===== src/rtl/countdown_mmss.sv =====
// countdown_mmss
// Down-counting BCD mm:ss timer. A value is loaded from ld_* (each digit
// clamped to its legal range), then decremented once per tick while in RUN,
// with borrow rippling seconds-units -> seconds-tens -> minutes-units ->
// minutes-tens. Reaching 00:00 moves to EXPIRED and pulses done once.
//
// Ports
//   clkmain            main clock, all state changes on its rising edge
//   clear_n            asynchronous active-low reset
//   tick               one-cycle count enable (1 Hz strobe)
//   load               load the ld_* digits, return to IDLE
//   ld_min_t/ld_min_u  minutes tens/units to load (BCD)
//   ld_sec_t/ld_sec_u  seconds tens/units to load (BCD)
//   start / stop       start-or-resume / pause
//   min_t, min_u,
//   sec_t, sec_u       current digits
//   running            high while in RUN
//   expired            high while in EXPIRED
//   done               one-cycle pulse on reaching 00:00
module countdown_mmss (
  input  logic       clkmain,
  input  logic       clear_n,
  input  logic       tick,
  input  logic       load,
  input  logic [2:0] ld_min_t,
  input  logic [3:0] ld_min_u,
  input  logic [2:0] ld_sec_t,
  input  logic [3:0] ld_sec_u,
  input  logic       start,
  input  logic       stop,
  output logic [2:0] min_t,
  output logic [3:0] min_u,
  output logic [2:0] sec_t,
  output logic [3:0] sec_u,
  output logic       running,
  output logic       expired,
  output logic       done
);

  typedef enum logic [1:0] {
    IDLE    = 2'd0,
    RUN     = 2'd1,
    PAUSE   = 2'd2,
    EXPIRED = 2'd3
  } state_t;

  state_t     state_reg, state_next;
  logic [2:0] min_t_reg, min_t_next;
  logic [3:0] min_u_reg, min_u_next;
  logic [2:0] sec_t_reg, sec_t_next;
  logic [3:0] sec_u_reg, sec_u_next;
  logic       done_reg, done_next;

  // Decremented value of the current digits, computed digit by digit.
  logic [2:0] dec_min_t;
  logic [3:0] dec_min_u;
  logic [2:0] dec_sec_t;
  logic [3:0] dec_sec_u;
  logic       borrow_su, borrow_st, borrow_mu;
  logic       cur_zero, dec_zero;

  always_comb begin
    borrow_su = (sec_u_reg == 4'd0);
    dec_sec_u = borrow_su ? 4'd9 : sec_u_reg - 4'd1;

    borrow_st = borrow_su && (sec_t_reg == 3'd0);
    dec_sec_t = sec_t_reg;
    if (borrow_su) dec_sec_t = (sec_t_reg == 3'd0) ? 3'd5 : sec_t_reg - 3'd1;

    borrow_mu = borrow_st && (min_u_reg == 4'd0);
    dec_min_u = min_u_reg;
    if (borrow_st) dec_min_u = (min_u_reg == 4'd0) ? 4'd9 : min_u_reg - 4'd1;

    // RUN is never entered at 00:00, so min_t is nonzero whenever it borrows.
    dec_min_t = borrow_mu ? min_t_reg - 3'd1 : min_t_reg;

    cur_zero = (min_t_reg == 3'd0) && (min_u_reg == 4'd0) &&
               (sec_t_reg == 3'd0) && (sec_u_reg == 4'd0);
    dec_zero = (dec_min_t == 3'd0) && (dec_min_u == 4'd0) &&
               (dec_sec_t == 3'd0) && (dec_sec_u == 4'd0);
  end

  always_comb begin
    state_next = state_reg;
    min_t_next = min_t_reg;
    min_u_next = min_u_reg;
    sec_t_next = sec_t_reg;
    sec_u_next = sec_u_reg;
    done_next  = 1'b0;

    if (load) begin
      min_t_next = (ld_min_t > 3'd5) ? 3'd5 : ld_min_t;
      min_u_next = (ld_min_u > 4'd9) ? 4'd9 : ld_min_u;
      sec_t_next = (ld_sec_t > 3'd5) ? 3'd5 : ld_sec_t;
      sec_u_next = (ld_sec_u > 4'd9) ? 4'd9 : ld_sec_u;
      state_next = IDLE;
    end else begin
      case (state_reg)
        IDLE: begin
          if (!stop && start && !cur_zero) state_next = RUN;
        end
        RUN: begin
          // Strict priority: a cycle carrying stop or start does not count.
          if (stop) begin
            state_next = PAUSE;
          end else if (!start && tick) begin
            min_t_next = dec_min_t;
            min_u_next = dec_min_u;
            sec_t_next = dec_sec_t;
            sec_u_next = dec_sec_u;
            if (dec_zero) begin
              state_next = EXPIRED;
              done_next  = 1'b1;
            end
          end
        end
        PAUSE: begin
          if (!stop && start) state_next = RUN;
        end
        default: begin
          state_next = EXPIRED;
        end
      endcase
    end
  end

  always_ff @(posedge clkmain or negedge clear_n) begin
    if (!clear_n) begin
      state_reg <= IDLE;
      min_t_reg <= 3'd0;
      min_u_reg <= 4'd0;
      sec_t_reg <= 3'd0;
      sec_u_reg <= 4'd0;
      done_reg  <= 1'b0;
    end else begin
      state_reg <= state_next;
      min_t_reg <= min_t_next;
      min_u_reg <= min_u_next;
      sec_t_reg <= sec_t_next;
      sec_u_reg <= sec_u_next;
      done_reg  <= done_next;
    end
  end

  assign min_t   = min_t_reg;
  assign min_u   = min_u_reg;
  assign sec_t   = sec_t_reg;
  assign sec_u   = sec_u_reg;
  assign running = (state_reg == RUN);
  assign expired = (state_reg == EXPIRED);
  assign done    = done_reg;

endmodule

===== config.mk =====
export PLATFORM = sky130hd
export DESIGN_NAME = countdown_mmss
export DESIGN_NICKNAME = d
export VERILOG_FILES = /design/src/rtl/countdown_mmss.sv
export SDC_FILE = /design/constraint.sdc
export NUM_CORES = 1
export LEC_CHECK = 0
export ABC_AREA = 1
export ABC_CLOCK_PERIOD_IN_PS = 3600
export CAP_MARGIN = 20
export CORE_MARGIN = 3
export CORE_UTILIZATION = 51
export DETAILED_ROUTE_END_ITERATION = 12
export GPL_TIMING_DRIVEN = 0
export PLACE_DENSITY_LB_ADDON = 0.3
export SKIP_LAST_GASP = 1
export SLEW_MARGIN = 40
export SYNTH_ARGS = -nofsm -noshare
export SYNTH_HDL_FRONTEND = slang
export SYNTH_SLANG_ARGS = --single-unit

===== constraint.sdc =====
create_clock -name clkmain -period 3.6 [get_ports clkmain]
set_clock_uncertainty 0.1 [all_clocks]
set_input_delay 0.36 -clock clkmain [delete_from_list [all_inputs] [get_ports clkmain]]
set_output_delay 0.36 -clock clkmain [all_outputs]
set_load 0.05 [all_outputs]

Yosys cells after proc, flatten, opt, wreduce, memory -nomap -nowiden. Cells that the tools add are included.

Register bits: 17. Input bits: 20. Output and inout bits: 17.

Add/sub/neg operators: 4. $lt $le $gt $ge: 4. Equal/unequal tests: 8. Mux-type cells: 38. Reduce and logical (&&, ||, !) cells: 27.

Operator list (number): $mux 4 (13); $mux 3 (13); $logic_not 4->1 (4); $logic_not 3->1 (4); $mux 2 (6); $logic_and 1x1->1 (11); $gt 4x4->1 const B (2); $ne 4x3->1 const B (2); $sub 4x1->4 const B (2); $gt 3x3->1 const B (2); $ne 3x3->1 const B (2); $pmux 2 s3 (1); $sub 3x1->3 const B (2); $mux 1 (5); $eq 2x2->1 const B (2); $reduce_and 4->1 (1); $reduce_bool 2->1 (2); $logic_not 1->1 (3); $reduce_and 3->1 (1); $eq 2x1->1 const B (1); $logic_not 2->1 (1); $ne 2x2->1 const B (1).

Depth between registers and ports, before layout. Gate-level depths: netlist (run 1).

Word-level depth: 13. Gate-level depth with buffers: 13. Depth with buffers taken out: 13.

Least setup slack after synthesis (run 1). OpenSTA, ideal clock, no wires.

Path kind: flip-flop to flip-flop. From: reg min_t_reg[0], in the netlist min_t[0]. To: reg state_reg[0]. Library setup time: 126 ps. Data arrival time: 1659 ps. Slack: 1715 ps. Cell stages (with the launch flop): 12. Clock period less this slack: 1885 ps. Cells stage by stage: dfrtp_1 > inv_1 > ha_1 > xor2_1 > nand3_1 > nand2_2 > inv_2 > nand2_1 > nor2_1 > nand2_1 > nand2_1 > o21ai_0.

Word-level cells in the longest chain between the ends: 8.

RTL lines: start, declared (line 48) `logic [2:0] min_t_reg, min_t_next;`; start signal, assigned (line 137) `min_t_reg <= min_t_next;`; $sub 3x1->3 / $logic_not 3->1 (equally long branches) (line 75, 77); $mux 3 / $logic_and 1x1->1 (equally long branches) (line 75, 77); $logic_not 3->1 / $logic_and 1x1->1 (equally long branches) (line 79, 77); $logic_and 1x1->1 (on tied branches) (line 79, 78); $logic_and 1x1->1 / $logic_not 1->1 (equally long branches) (line 79, 100); $logic_and 1x1->1 (on tied branches) (line 80, 100); $ne 4x3->1 (no source line) / $ne 3x3->1 (equally long branches); $reduce_and 4->1 (no source line) (*); end signal, assigned (line 136) `state_reg <= state_next;`; end, declared (line 47) `state_t state_reg, state_next;`.

Mark *: on every way between the ends. The rest lies on a longest branch, timed or not. A chain may end at the register's enable or synchronous reset.

Worst setup path after layout (run 1).
From: reg state_reg[1]. To: out running.

Word-level cells in the longest chain between the ends: 1.

RTL lines: $eq 2x1->1 (line 149) `assign running = (state_reg == RUN);`; end, declared (line 35) `output logic running,`.

Every way passes these cells.

==> key figures, run 1 <==
Routing
  • First-pass iteration count of the detailed router: 4
  • Vias: ~1400
  • Post-DR vias/cell: 5.54
  • Routed len/inst: 13.3 microns
  • DR DRC count: 0
  • Final WL: roughly 3.4 mm
  • DRT iter0 DRCs: 53
  • Antenna Nets Post-Route: 0

Finish
  • Antenna cells: 0
  • Final nets: between 200 and 250
  • Layout area overhead: 32.5%
  • Proportion of layout cells with a drive suffix above 1: 10.3%
  • # fillers: 184

Setup path
  • Reg2reg end: state_reg[1]
  • Critical-path cell list: nor2_4 -> clkdlybuf4s50_1
  • WS Path Type: reg2out
  • Launching point of the worst reg2reg path: sec_u[1]
  • Crit path max-delay cell type: clkdlybuf4s50_1
  • CP Max Fanout: 4
  • Critical path's top delay family: buffers and inverters
  • Crit start category: register
  • R2R setup slack: 1.79 ns
  • Setup crit end kind: primary output
  • Levels on crit path: 2
  • Worst-case reg-to-reg path depth: 12
  • Critical path launch point: state_reg[1]
  • Worst EP arrival: 1.70 ns
  • Max incr delay on CP: 0.81 ns
  • WP buf/inv: 1
  • CP endpoint: running
  • Critical Path RT: 3.14 ns

Floorplan
  • Starting density of the core: approximately 56%
  • Top Ports: 37
  • Row cnt: 17
  • Total core area: 2300 sq um
  • Die area: roughly 3200 sq um
  • Die height: 56.2 microns
  • Die width: 56.2 microns

GRT
  • GRT Util Overall: 22.6%
  • GR peak layer: met2
  • GR Overflow Total: 0
  • Number of global-route vias before repair: 1394
  • Antenna violations before repair: 0
  • First-pass GRT wire length: roughly 5.7 mm
  • GR Util met1: 26.6%
  • Largest net degree at the start of global routing: 18
  • M3 GR Usage: under 10%
  • GR Util met2: slightly below 40%

Place
  • GPL Wtd Cong: a little under 0.9
  • I/O Buffers: 35
  • DP Worst Slack: 1.60 ns
  • HPWL Detailed: around 2.6 mm

Pwr
  • Worst-case vdd ir drop: 0.317 mV
  • Flop pwr share: between 30 and 40%
  • Clk pwr share: 16.3%
  • Total power: about 0.67 mW
  • Net Sw Frac: 44.9%
  • Leak Pwr: 0.875 nW
  • Int Power: 0.367 mW
  • Sw Pwr: 0.299 mW
  • Combinational share of power: 46.6%
  • Power Density: a little under 400 nW/um^2

Logic synthesis
  • Top-area cell type share of the netlist area: 33.1%
  • Synth top cells by count: 48 x nand2_1, 28 x inv_1, 17 x dfrtp_1
  • Post-synthesis sequential area ratio: 33.1%
  • Yosys warnings: 0
  • Prevailing post-synth register cell: dfrtp_1
  • Cells after synthesis: roughly 180
  • Syn avg cell area: roughly 7.0 sq um
  • Yosys cell types: 27
  • Post-synth ARST share: between 90% and 100%
  • Mapped Nets: approximately 200
  • Top-count cell post-synth: nand2_1
  • Ranking of synthesized cells by area: dfrtp_1 33%, nand2_1 14%, inv_1 8.2%
  • Post-synth EDFFs: 0
  • #FFs+latches synth: 17
  • Cell Area, Synth: 1280 sq um
  • Cell taking the most area after synthesis: dfrtp_1

Hold path
  • Hold WC Path Type: in2reg

STA
  • Crit share post-route: 60.0%
  • Max frequency: between 400 and 500 MHz
  • Least-Margin Pin Slew: 0.527 ns
  • RSZ-0062 raised after global routing: no
  • Tmin final: approximately 2.2 ns
  • Final setup fails: 0
  • Max-slew violation count: 0
  • Fin. Hold Viols: 0
  • Final TNS setup: 0 ns
  • Rel. slew slack: 64.8%
  • Final WS setup: around 1.4 ns

Job
  • Max-Cap Viols: 0

Clocking
  • H-tree depth: 1
  • CTS sink count: 17
  • Clock Path Buffers: 2
  • CTS tree: built
  • Clock-pin slew on the worst setup and hold paths: about 0.11 ns
  • Clk_lat worst skew: 0.30 ns
  • Post-CTS Resized: 0
  • Total CTS buffers: 3
  • CTS root buf: clkbuf_4

Run status
  • Outcome: finished clean
## how the worst min path moves through the flow
stage,from,endpoint,slack [ns],depth (start not counted)
6_report,load,min_u[3],0.26,3
5_1_grt,load,sec_t[2],0.28,3
4_1_cts,load,sec_t[2],0.26,3
3_5_place_dp,sec_u[1],sec_u[1],0.46,2
3_3_place_gp,sec_u[1],sec_u[1],0.46,2
2_1_floorplan,clear_n,done,-0.04,0
## stage by stage
stage,area [sq um],utilization (%),hold slack (ns),std cells
global route,1700,74.1,0.278,252
CTS,1700,73.9,0.256,251
floorplan,1280,-,-0.0356,184
global placement,1670,72.7,0.461,247
finish,1700,74.1,0.263,252
detailed placement,1670,72.7,0.459,247
## worst min-delay path: cells and delay by family
kind	cells	cell delay [ns]
buffers and inverters	1	0.12
and+or+nand+nor	1	0.08
AOI/OAI and AO/OA	1	0.07
## placed cells by master, fill, tap and decap left out, types with 2 or more instances in the layout
cell / instances
xor2_1: 2
nor3_1: 5
a22oi_1: 5
clkbuf_4: 3
nand2_2: 2
o221ai_1: 3
nor2_2: 4
a21oi_1: 9
o21ai_0: 13
nand3_1: 11
nor2_1: 15
nand2_1: 48
clkdlybuf4s50_1: 34
inv_1: 28
dfrtp_1: 17
nor2_4: 2
nand2_4: 3
a31oi_1: 3
ha_1: 2
buf_6: 3
## logic make-up after synthesis
logic type | after synthesis | synth area share, %
flops | 17 | 33.1
xor+xnor | 2 | 1.36
fa+ha+maj | 2 | 1.95
buf+inv | 34 | 12.0
compound gates | 37 | 17.3
simple gates | 92 | 34.3
## what timing repair did
item / in CTS / in global routing
hold endpoints to repair: 0 / 17
hold buffers: 0 / 1
buffers inserted: 0 / 0
## final cells by class
type	count	area (sq um)	area share [%]
buffer	5	45.0	2.65
tap	28	35.0	2.06
timing repair buffer	36	355	20.9
sequential	17	425	25.0
inverter	29	109	6.39
clock inverter	1	5.00	0.294
clock buffer	3	22.5	1.32
multi-input combinational	133	706	41.4
## layer usage
metal / vias to the layer above / routed length (microns)
met4: 0 / 87
li1: 677 / -
met2: 61 / 1680
met5: - / 0
met1: 647 / 1390
met3: 10 / 211
## power by group through the flow
stage	registers, mW	clock network [mW]	logic (mW)
final	0.247	0.108	0.310
after global routing	0.252	0.119	0.335
after CTS	0.246	0.110	0.309
after detailed placement	0.250	0	0.308
after global placement	0.248	0	0.302
after floorplan	0.321	0	0.133
Power figures use the tool's default switching activity.
==> run 2, diff against run 1 <==
--- a/config.mk
+++ b/config.mk
@@ -6,10 +6,10 @@
 export NUM_CORES = 1
 export LEC_CHECK = 0
 export ABC_AREA = 1
-export ABC_CLOCK_PERIOD_IN_PS = 3600
+export ABC_CLOCK_PERIOD_IN_PS = 1850
 export CAP_MARGIN = 20
 export CORE_MARGIN = 3
-export CORE_UTILIZATION = 51
+export CORE_UTILIZATION = 43
 export DETAILED_ROUTE_END_ITERATION = 12
 export GPL_TIMING_DRIVEN = 0
 export PLACE_DENSITY_LB_ADDON = 0.3
==> constraint.sdc (replaced) <==
create_clock -name clkmain -period 1.85 [get_ports clkmain]
set_clock_uncertainty 0.1 [all_clocks]
set_input_delay 0.185 -clock clkmain [delete_from_list [all_inputs] [get_ports clkmain]]
set_output_delay 0.185 -clock clkmain [all_outputs]
set_load 0.05 [all_outputs]
==> run 2 against run 1 <==
Compared with the run above: power rose by 97%; critical path type unchanged; core utilization is 11 points lower; via count is 3.7% lower; combinational power rose by 99%.
==> key figures, run 2 (synthesis results as in run 1) <==
Run status
  • Outcome: finished clean

Place
  • Cells after DPL: 250 (+1.2%)
  • Area after DPL: 1680 sq um (+0.30%)
  • DP Worst Slack: 0.0393 ns (-1.56 ns)
  • I/O Buffers: 35 (unchanged)
  • HPWL Detailed: 2.46 mm (-5.6%)
  • GPL Wtd Cong: 0.795 (-9.5%)

STA
  • Final TNS setup: 0 ns (unchanged)
  • Fin. Hold Viols: 0 (unchanged)
  • Final WS setup: 0.0159 ns (-1.42 ns)
  • Hold_ws: 0.0995 ns (-0.163 ns)
  • Max-slew violation count: 0 (unchanged)
  • Max frequency: 545 MHz
  • Final setup fails: 0 (unchanged)
  • Rel. slew slack: 66.4% (+1.6 points)
  • Tmin final: 1.83 ns
  • Crit share post-route: between 90 and 100%
  • RSZ-0062 raised after global routing: yes
  • Least-Margin Pin Slew: 0.503 ns (-0.0235 ns)

Finish
  • Proportion of layout cells with a drive suffix above 1: 15.2% (+4.9 points)
  • Post-route cell area: 1780 sq um (+4.3%)
  • # fillers: 282 (+53%)
  • Commonest cells after routing, fill and taps aside: 48 x nand2_1, 28 x inv_1, 25 x clkdlybuf4s50_1
  • Post-route insts no fill: 262 (+4.0%)
  • Commonest non-fill, non-tap cell in the layout: nand2_1
  • Layout area overhead: 38.3%
  • Final Util: 63.3% (-11 points)
  • Final nets: 254 (+2.8%)
  • Multi-input gate area: 726 sq um (+2.8%)
  • Antenna cells: 0 (unchanged)
  • FF/Latch Area: 432 sq um (+1.5%)

Floorplan
  • Top Ports: 37 (unchanged)
  • Starting density of the core: 45.8% (-10 points)
  • Total core area: 2810 sq um (+22%)
  • Die height: 60.7 microns (+8.0%)
  • Row cnt: 19 (+2)
  • Die width: 60.7 microns (+8.0%)
  • Die area: 3680 sq um (+17%)

Routing
  • First-pass iteration count of the detailed router: 4 (unchanged)
  • DR DRC count: 0 (unchanged)
  • DRT iter0 DRCs: 42 (-21%)
  • Routed len/inst: 12.9 microns (-3.4%)
  • Vias: 1343 (-3.7%)
  • Antenna Nets Post-Route: 0 (unchanged)
  • Final WL: 3.38 mm (+0.42%)
  • Post-DR vias/cell: 5.13 (-7.4%)

GRT
  • Antenna violations before repair: 0 (unchanged)
  • First-pass GRT wire length: 5.22 mm (-9.0%)
  • Largest net degree at the start of global routing: 18 (unchanged)
  • Number of global-route vias before repair: 1172 (-16%)
  • GR Overflow Total: 0 (unchanged)
  • GRT Util Overall: 18.7% (-3.9 points)

Setup path
  • WP buf/inv: 1 (unchanged)
  • Crit start category: register
  • WS Path Type: reg2out
  • Max incr delay on CP: 0.83 ns (+0.02 ns)
  • Setup crit end kind: primary output
  • Launching point of the worst reg2reg path: sec_u[2]
  • Critical path's top delay family: buffers and inverters
  • Critical Path RT: 1.56 ns (-1.58 ns)
  • Crit path max-delay cell type: clkdlybuf4s50_1
  • Critical-path cell list: clkdlybuf4s50_1
  • Worst EP arrival: 1.55 ns (-0.15 ns)
  • R2R setup slack: 0.08 ns (-1.71 ns)
  • CP Max Fanout: 3 (-1)
  • Reg2reg end: state_reg[0]
  • Worst-case reg-to-reg path depth: 12 (unchanged)

Clocking
  • H-tree depth: 1 (unchanged)
  • Clk_lat worst skew: 0.29 ns (about the same)
  • CTS root buf: clkbuf_4
  • Clock-pin slew on the worst setup and hold paths: 0.11 ns (about the same)
  • Total CTS buffers: 3 (unchanged)
  • Clock Path Buffers: 2 (unchanged)
  • CTS sink count: 17 (unchanged)
  • CTS tree: built

Hold path
  • Hold Startpoint: load
  • Worst hold path endpoint: sec_t[2]
  • Worst hold stages: 3 (unchanged)
  • Hold WC Path Type: in2reg

Pwr
  • Total power: 1.31 mW (+97%)
  • Power Density: 739 nW/um^2 (+89%)
  • Worst-case vdd ir drop: 0.423 mV (+33%)
  • Leak Pwr: 0.936 nW (+7.0%)

Job
  • Max-Cap Viols: 0 (unchanged)
run 2: report_power, final:
part           switching (mW)  internal (mW)  total (mW)
registers              0.0639          0.421       0.485
logic                   0.395          0.222       0.618
clock network           0.126         0.0837       0.210
run 2: worst max path at each step:
stage,start,to,cells past startpoint
2_1_floorplan,min_t[1],state_reg[0],11
3_3_place_gp,stop,sec_t[0],8
3_5_place_dp,stop,sec_t[0],8
4_1_cts,sec_u[2],sec_u[2],1
5_1_grt,sec_u[2],state_reg[0],10
6_report,sec_u[0],sec_u[0],1
run 2: layout make-up:
cell class / count / area share [%]
clock buffer: 4 / 1.48
tap: 31 / 2.18
buffer: 5 / 2.54
multi-input combinational: 133 / 40.8
inverter: 29 / 6.13
sequential: 17 / 24.3
timing repair buffer: 43 / 22.5
run 2: layer usage:
metal  up-vias  wire, microns  track usage [%]  share of wire (%)
li1        689              -                -                  -
met1       611           1520             26.9                 45
met2        37           1690             30.1                 50
met3         6            135             2.13                4.0
met4         0             41             4.64                1.2
met5         -              0                0                  0
run 2: timing repair:
item,4_1_cts,5_1_grt
gates resized for setup,8,9
setup buffers,0,7
hold buffers,0,1
endpoints found under the hold margin,0,17
pin swaps,0,2
setup endpoints to repair,8,5
